### src/rtl/dadda_prod_accum.sv
// Accumulates unsigned Dadda multiplier products into one sum per group and hands it off on a valid/ready port.
// Optional macro DADDA_ACC_SATURATE_EN: clamp the sum to all ones on overflow instead of wrapping.
//
// state | meaning
// IDLE  | waiting for the first product of a group; the previous result is still visible
// ACCUM | adding products until prod_last or LEN products have arrived
// HOLD  | sum complete; held until the consumer takes it
module dadda_prod_accum #(
    parameter int WIDTH     = 16,
    parameter int LEN       = 8,
    parameter int ACC_WIDTH = 35
) (
    input  logic                       clk,
    input  logic                       rst,
    input  logic                       prod_valid,
    output logic                       prod_ready,
    input  logic [2*WIDTH-1:0]         prod_in,
    input  logic                       prod_last,
    output logic                       acc_valid,
    input  logic                       acc_ready,
    output logic [ACC_WIDTH-1:0]       acc_out,
    output logic [$clog2(LEN+1)-1:0]   acc_cnt,
    output logic                       acc_ovf
);

    localparam int CNT_W = $clog2(LEN+1);
    localparam int SUM_W = ACC_WIDTH + 1;

    typedef enum logic [1:0] {
        IDLE  = 2'd0,
        ACCUM = 2'd1,
        HOLD  = 2'd2
    } state_t;

    state_t               state;
    logic [SUM_W-1:0]     sum_ext;
    logic [ACC_WIDTH-1:0] sum_acc;
    logic [CNT_W-1:0]     cnt_next;

    // Handshake flags decode only the state register, so neither depends on the opposite-side inputs.
    assign prod_ready = (state != HOLD);
    assign acc_valid  = (state == HOLD);

    assign sum_ext  = {1'b0, acc_out} + SUM_W'(prod_in);
    assign cnt_next = acc_cnt + CNT_W'(1);

`ifdef DADDA_ACC_SATURATE_EN
    // Once the group has overflowed, the sum stays pinned at all ones.
    assign sum_acc = (sum_ext[ACC_WIDTH] || acc_ovf) ? '1 : sum_ext[ACC_WIDTH-1:0];
`else
    assign sum_acc = sum_ext[ACC_WIDTH-1:0];
`endif

    always_ff @(posedge clk) begin
        if (rst) begin
            state   <= IDLE;
            acc_out <= '0;
            acc_cnt <= '0;
            acc_ovf <= 1'b0;
        end else begin
            case (state)
                IDLE: begin
                    if (prod_valid) begin
                        acc_out <= ACC_WIDTH'(prod_in);
                        acc_cnt <= CNT_W'(1);
                        acc_ovf <= 1'b0;
                        if (prod_last || (LEN == 1))
                            state <= HOLD;
                        else
                            state <= ACCUM;
                    end
                end
                ACCUM: begin
                    if (prod_valid) begin
                        acc_out <= sum_acc;
                        acc_cnt <= cnt_next;
                        if (sum_ext[ACC_WIDTH])
                            acc_ovf <= 1'b1;
                        if (prod_last || (cnt_next == CNT_W'(LEN)))
                            state <= HOLD;
                    end
                end
                HOLD: begin
                    if (acc_ready)
                        state <= IDLE;
                end
                default: state <= IDLE;
            endcase
        end
    end

endmodule

### config.mk
export PLATFORM = sky130hd
export DESIGN_NAME = dadda_prod_accum
export DESIGN_NICKNAME = d
export VERILOG_FILES = /design/src/rtl/dadda_prod_accum.sv
export SDC_FILE = /design/constraint.sdc
export NUM_CORES = 1
export LEC_CHECK = 0
export CORE_MARGIN = 5
export CORE_UTILIZATION = 56
export DETAILED_ROUTE_END_ITERATION = 16
export PLACE_DENSITY = 0.95
export SKIP_CTS_REPAIR_TIMING = 1
export SYNTH_ARGS = -nofsm -noshare
export SYNTH_HDL_FRONTEND = slang
export SYNTH_SLANG_ARGS = --single-unit
### constraint.sdc
create_clock -name clk -period 6.8 [get_ports clk]
set_input_delay 1.36 -clock clk [delete_from_list [all_inputs] [get_ports clk]]
set_output_delay 1.36 -clock clk [all_outputs]
set_load 0.005 [all_outputs]
# Yosys cells after proc, flatten, opt, wreduce, memory -nomap -nowiden
# Cells that the tools add are included.
dict set report totals {
  in_bits 37
  output_inout_bits 42
  regBits 42
  word_cells 37
}
dict set report classes {
  eq_ne 9
  n_reduce_logical 6
  n_mux 16
  n_addsub 2
}
# cell count
set op_table {}
lappend op_table {{35-bit 2-to-1 mux} 2}
lappend op_table {{35-bit one-hot mux with 2 select lines} 1}
lappend op_table {{35-bit by 32-bit adder with 36-bit output} 1}
lappend op_table {{2-bit 2-to-1 mux} 5}
lappend op_table {{2-bit != test (second input constant)} 5}
lappend op_table {{4-bit 2-to-1 mux} 2}
lappend op_table {{4-bit one-hot mux with 2 select lines} 1}
lappend op_table {{4-bit AND reduction} 2}
lappend op_table {{2-bit one-hot mux with 3 select lines} 1}
lappend op_table {{4-bit by 1-bit adder with 4-bit output (second input constant)} 1}
lappend op_table {{4-bit == test (second input constant)} 1}
lappend op_table {{1-bit 2-to-1 mux} 3}
lappend op_table {{3-bit AND reduction} 1}
lappend op_table {{2-bit by 1-bit == test with 1-bit output (second input constant)} 1}
lappend op_table {{2-bit == test (second input constant)} 1}
lappend op_table {{2-bit zero test} 1}
lappend op_table {{2-bit by 1-bit != test with 1-bit output (second input constant)} 1}
lappend op_table {{1-bit one-hot mux with 2 select lines} 1}
lappend op_table {{2-bit nonzero test} 1}
lappend op_table {{1-bit logical OR} 1}

# Depth between registers and ports, before layout
# Gate-level depths: netlist (run 1).
dict set report logic_depth {
  word_depth 6
  mapped_depth 12
  mapped_depth_nobuf 12
}

# Worst setup path after synthesis (run 1)
# No wires, ideal clock.
dict set report synth_timing {
  path_type {input to register}
  start {in prod_in[0]}
  end {reg acc_out[30]}
  slack_ns 3.153
  path_stages 12
  t_required_ns 6.671
  setup_time_ns 0.129
  path_buffers 0
  arrival_time_ns 3.518
  path_cell_list {ha_1 > inv_1 > fa_1 > nor2b_4 > o2111ai_2 > nand3_2 > a311oi_2 > o21ai_2 > a41o_4 > a221oi_4 > mux2i_1 > o211ai_1}
}
dict set report synth_between {
  elab_chain_cells 3
}
# element line
set synth_lines {}
lappend synth_lines {{from (decl)} 17} ;# input logic [2*WIDTH-1:0] prod_in,
lappend synth_lines {{35-bit by 32-bit adder with 36-bit output} 44} ;# assign sum_ext = {1'b0, acc_out} + SUM_W'(prod_in);
lappend synth_lines {{35-bit 2-to-1 mux} 74} ;# if (prod_valid) begin
lappend synth_lines {{35-bit one-hot mux with 2 select lines} 61} ;# case (state)
lappend synth_lines {{to (signal assigned)} 64} ;# acc_out <= ACC_WIDTH'(prod_in);
lappend synth_lines {{to (signal assigned)} 75} ;# acc_out <= sum_acc;
lappend synth_lines {{to (decl)} 21} ;# output logic [ACC_WIDTH-1:0] acc_out,
# Every way passes these cells. The select of a mux whose other input is x is not followed.
# A chain may end at the register's enable or synchronous reset.

# Worst setup path in the final report (run 1)
# Ends and elaborated chain as after synthesis.

==> flow_summary.json, run 1 <==
{
  "hold_viol": 0,
  "clock_path_buffers": 2,
  "synthTopCellsByArea": "dfxtp_1 23%, ha_1 11%, a21oi_1 5.6%",
  "initialDrtViolationCount": 249,
  "yosysTopAreaCell": "dfxtp_1",
  "drive_above_1_share_pct": 5.35,
  "ys_ff_latch": 42,
  "synth.top_cell.area_share_pct": 23.0,
  "reg2reg_setup_slack_ps": 3970,
  "min_to": "acc_out[29]",
  "p_total_uw": 778,
  "port_buffers": 78,
  "area_growth_pct": 24.1,
  "grt_max_degree": 55,
  "min-delay-start": "acc_out[29]",
  "fp.dieW_um": 90.7,
  "via_per_inst": 6.32,
  "critPathRequiredTime_ps": 6990,
  "synthFlopType": "dfxtp_1",
  "hp-class": "flip-flop to flip-flop",
  "synth_edf_count": 0,
  "ant_nets": 0,
  "h-tree-depth": 2,
  "tritoncts": "done",
  "status": "finished, final reports clean",
  "netlist_area_mm2": 0.00365,
  "fmax_mhz": 250,
  "whs_path_depth": 2,
  "synthArstFlopShare_pct": 0,
  "clockRootBuffer": "clkbuf_8",
  "finClkSkew_ps": 5.55,
  "start_util_pct": 57.5,
  "synth_nets": 531,
  "r2r-start": "acc_out[0]",
  "ys_seq_area_share_pct": 23.0,
  "die_height_um": 90.7,
  "grt_overflow_total": 0,
  "arrival_ps": 4190,
  "tightest_slew_ps": 1160,
  "cp-start-kind": "primary input",
  "clk_latency_ps": 310,
  "path_class": "primary input to flip-flop",
  "postSynthCellCount": 460,
  "drc": 0,
  "cp_max_fo": 4,
  "yosysMostFrequentCell": "nor2_1",
  "fin_setup_tns_ps": 0,
  "finalCritPeriodShare_pct": 58.8,
  "final-setup-viol-count": 0,
  "dp_hpwl_mm": 7.47,
  "rsz0062_at_grt": "false",
  "gp_congestion": 0.990,
  "ir_drop_uv": 108,
  "r2r_cells": 12,
  "power_density_mw_per_mm2": 172,
  "max_cap_viol_count": 0,
  "synth.avg_cell_area_um2": 7.93,
  "io_pins": 79,
  "dr.pass1.iters": 6,
  "grt_first_pass_wirelength_mm": 16.9,
  "clk_pin_slew_ps": 90,
  "grt_antenna_before_repair": 0,
  "diodes": 0,
  "slew-limit-headroom_pct": 22.8,
  "rows": 29,
  "track_usage_pct": 23.7,
  "cp-end-kind": "flip-flop",
  "timing.final.max_slew_violations": 0,
  "synthTopCellsByCount": "53 x nor2_1, 42 x dfxtp_1, 42 x nand2_1",
  "yosysWarnings": 0,
  "routed_wl_mm": 10.2,
  "synth.distinct_cells": 67,
  "r2r-end": "acc_out[30]",
  "die-area_mm2": 0.00823,
  "core_mm2": 0.00635,
  "fin_crit_ps": 4000,
  "wl_per_cell_um": 16.9,
  "cts.sinks": 42,
  "dr_total_vias": 3791,
  "p_leak_uw": 0.00189,
  "num-nets-final": 593,
  "grt_pass1_vias": 3876,
  "cts_buffers": 5
}
-- registers in the layout, indices dropped and copies added, names as in the netlist --
signal and count:
acc_cnt 4, acc_out 35, acc_ovf 1, state 2
-- cell families (layout without fill, tap and decap cells) --
| kind of cell | Yosys count | in the layout | synth area share (%) |
|---|---|---|---|
| AO/OA/AOI/OAI | 152 | 152 | 30.7 |
| XOR/XNOR | 27 | 27 | 6.48 |
| adder cells (fa/ha/maj) | 34 | 34 | 11.9 |
| buffers and inverters | 36 | 99 | 4.11 |
| flip-flops | 42 | 42 | 23.0 |
| multiplexers | 4 | 4 | 1.10 |
| AND/OR/NAND/NOR | 165 | 165 | 22.7 |
-- how the worst max path moves through the flow --
stage / from / slack [ps] / cells after the start / endpoint
after global placement: prod_in[0] / 2570 / 13 / acc_out[30]
final: prod_in[0] / 2800 / 13 / acc_out[30]
after detailed placement: prod_in[0] / 2490 / 13 / acc_out[30]
after floorplan: prod_in[0] / 3150 / 12 / acc_out[30]
after global routing: prod_in[0] / 2620 / 13 / acc_out[30]
after CTS: prod_in[0] / 2810 / 13 / acc_out[30]
-- power by group --
| group | switching [µW] | internal, µW |
|---|---|---|
| combinational | 173 | 154 |
| sequential | 15.5 | 264 |
| clock | 99.4 | 72.4 |
-- metrics by stage --
step	instances	hold WS, ps	cell area [µm²]	util (%)	setup WS, ps
5_1_grt	600	503	4530	71.3	2620
2_1_floorplan	460	449	3650	-	3150
4_1_cts	600	479	4530	71.3	2810
3_5_place_dp	592	466	4440	69.9	2490
3_3_place_gp	592	452	4440	69.9	2570
6_report	600	477	4530	71.3	2800
-- layout by cell type (no fill, tap or decap), drive strengths merged, types with 7 or more instances in the layout --
master	instances
xnor2	16
a21o	20
dfxtp	42
nand2	42
nor3b	22
xor2	11
clkdlybuf4s50	78
nor2	53
ha	33
a221oi	19
nand3	9
nand4	7
inv	10
a21oi	41
o21ai	19
-- critical path: stages --
cell	delay (ps)
clkdlybuf4s50_1	430
ha_1	230
inv_1	70
fa_1	240
nor2b_4	60
o2111ai_2	170
nand3_2	150
a311oi_2	410
o21ai_2	140
a41o_4	310
a221oi_4	280
mux2i_1	230
o211ai_1	100
-- final cells by class --
type / count / area, µm²
Inverter: 10 / 37.5
Clock inverter: 3 / 21.3
Tap cell: 77 / 96.3
Multi-Input combinational cell: 382 / 2660
Clock buffer: 5 / 68.8
Timing Repair Buffer: 81 / 803
Fill cell: 502 / 1820
Sequential cell: 42 / 841
-- routing by layer --
layer / share of wire [%] / GRT usage [%] / vias up / wire (µm)
met5: 0 / 0 / - / 0
met4: 2.0 / 11.3 / 0 / 208
met3: 5.5 / 2.83 / 21 / 554
met2: 50 / 41.5 / 159 / 5050
met1: 43 / 28.5 / 1772 / 4340
li1: - / - / 1839 / -
No activity file was read; power rests on OpenSTA's default activity.
==> inputs of run 2 (changes only) <==
CORE_UTILIZATION = 47   (was 56)
PLACE_DENSITY = 0.87   (was 0.95)
clock period = 3.4 ns   (was 6.8 ns; I/O delays follow)
==> flow_summary.json, run 2 (synthesis gave the netlist of run 1 again) <==
{
  "status": "finished, final reports clean",
  "fin_setup_tns_ps": 0,
  "rows": 32,
  "area_growth_pct": 32.4,
  "diodes": 0,
  "ir_drop_uv": 177,
  "dp_hpwl_mm": 8.22,
  "setup.worst_path.start": "prod_in[0]",
  "final-setup-viol-count": 0,
  "io_pins": 79,
  "grt_max_degree": 40,
  "cts_buffers": 5,
  "track_usage_pct": 22.3,
  "clockRootBuffer": "clkbuf_8",
  "slew-limit-headroom_pct": 63.3,
  "power_density_mw_per_mm2": 337,
  "largest_reg_flops": 35,
  "port_buffers": 78,
  "regArea_um2": 841,
  "tightest_slew_ps": 550,
  "routed_wl_mm": 10.6,
  "die-area_mm2": 0.00963,
  "finalCritPeriodShare_pct": 94.5,
  "cts.sinks": 42,
  "hold_viol": 0,
  "reg_top3": "acc_out x35, acc_cnt x4, state x2",
  "hp-class": "flip-flop to flip-flop",
  "core_mm2": 0.00765,
  "dpl-instance-area_mm2": 0.00473,
  "gp_congestion": 0.929,
  "cp-end-kind": "flip-flop",
  "ant_nets": 0,
  "clock_path_buffers": 2,
  "via_per_inst": 5.93,
  "fp.dieW_um": 98.1,
  "dr_total_vias": 3907,
  "rsz0062_at_grt": "false",
  "timing.final.max_slew_violations": 0,
  "drc": 0,
  "clk_latency_ps": 310,
  "clk_pin_slew_ps": 90,
  "critPathRequiredTime_ps": 3620,
  "tritoncts": "done",
  "hold_ws_ps": 474,
  "finClkSkew_ps": 7.02,
  "final_common_cell": "clkdlybuf4s50_1",
  "dr.pass1.iters": 4,
  "multiInputGateArea_mm2": 0.00268,
  "final_area_mm2": 0.00483,
  "cp_max_fo": 4,
  "initialDrtViolationCount": 190,
  "max_flop_register": "acc_out",
  "grt_overflow_total": 0,
  "num-fill-cells": 682,
  "h-tree-depth": 2,
  "fmax_mhz": 311,
  "max_cap_viol_count": 0,
  "num-nets-final": 627,
  "drive_above_1_share_pct": 11.3,
  "wl_per_cell_um": 16.1,
  "arrival_ps": 3440,
  "r2r-start": "acc_out[0]",
  "min-delay-start": "acc_ovf",
  "die_height_um": 98.1,
  "start_util_pct": 47.7,
  "cp-start-kind": "primary input",
  "p_leak_uw": 0.00206,
  "grt_pass1_vias": 4031,
  "most-common-layout-cells": "78 x clkdlybuf4s50_1, 53 x nor2_1, 42 x nand2_1, 42 x dfxtp_1, 41 x a21oi_1",
  "grt_antenna_before_repair": 0,
  "grt_first_pass_wirelength_mm": 18.3,
  "path_class": "primary input to flip-flop",
  "fin_crit_ps": 3210
}
[run 2: final timing paths]
check	end	slack, ps	depth (start not counted)
max	acc_out[20]	190	13
min	acc_ovf	470	2
max reg2reg	acc_out[20]	680	12
min reg2reg	acc_ovf	470	2
[run 2: cell type report]
cell class | instances | share of cell area, %
Timing Repair Buffer | 115 | 21.9
Clock buffer | 5 | 1.42
Multi-Input combinational cell | 382 | 55.3
Clock inverter | 3 | 0.518
Inverter | 10 | 0.777
Sequential cell | 42 | 17.4
Tap cell | 102 | 2.64
[run 2: metrics by stage]
step | instances | total power, µW | setup slack, ps | util, %
final | 659 | 1630 | 187 | 63.2
after global placement | 651 | 1250 | -143 | 61.8
after floorplan | 460 | 1000 | 433 | -
after CTS | 659 | 1630 | 75.0 | 63.0
after global routing | 659 | 1730 | 16.7 | 63.2
after detailed placement | 651 | 1280 | -251 | 61.8
[run 2: worst max-delay path, cell delays in order]
cell	delay (ps)
clkdlybuf4s50_1	430
ha_1	230
inv_1	90
fa_2	240
nor2b_4	50
o2111ai_2	180
nand3_2	170
a31oi_2	240
o21ai_1	130
a221o_1	330
a311oi_1	310
nor2b_1	100
o32ai_2	260
[run 2: power breakdown]
part | internal (µW) | switching, µW
Clock | 149 | 204
Sequential | 528 | 30.9
Combinational | 358 | 360
Total | 1030 | 595
[run 2: per-layer routing]
layer / vias up / global-route usage (%) / wire length, µm
met5: - / 0 / 0
met4: 0 / 7.24 / 201
met1: 1875 / 27.9 / 4590
li1: 1905 / - / -
met3: 18 / 3.57 / 464
met2: 109 / 38.9 / 5340
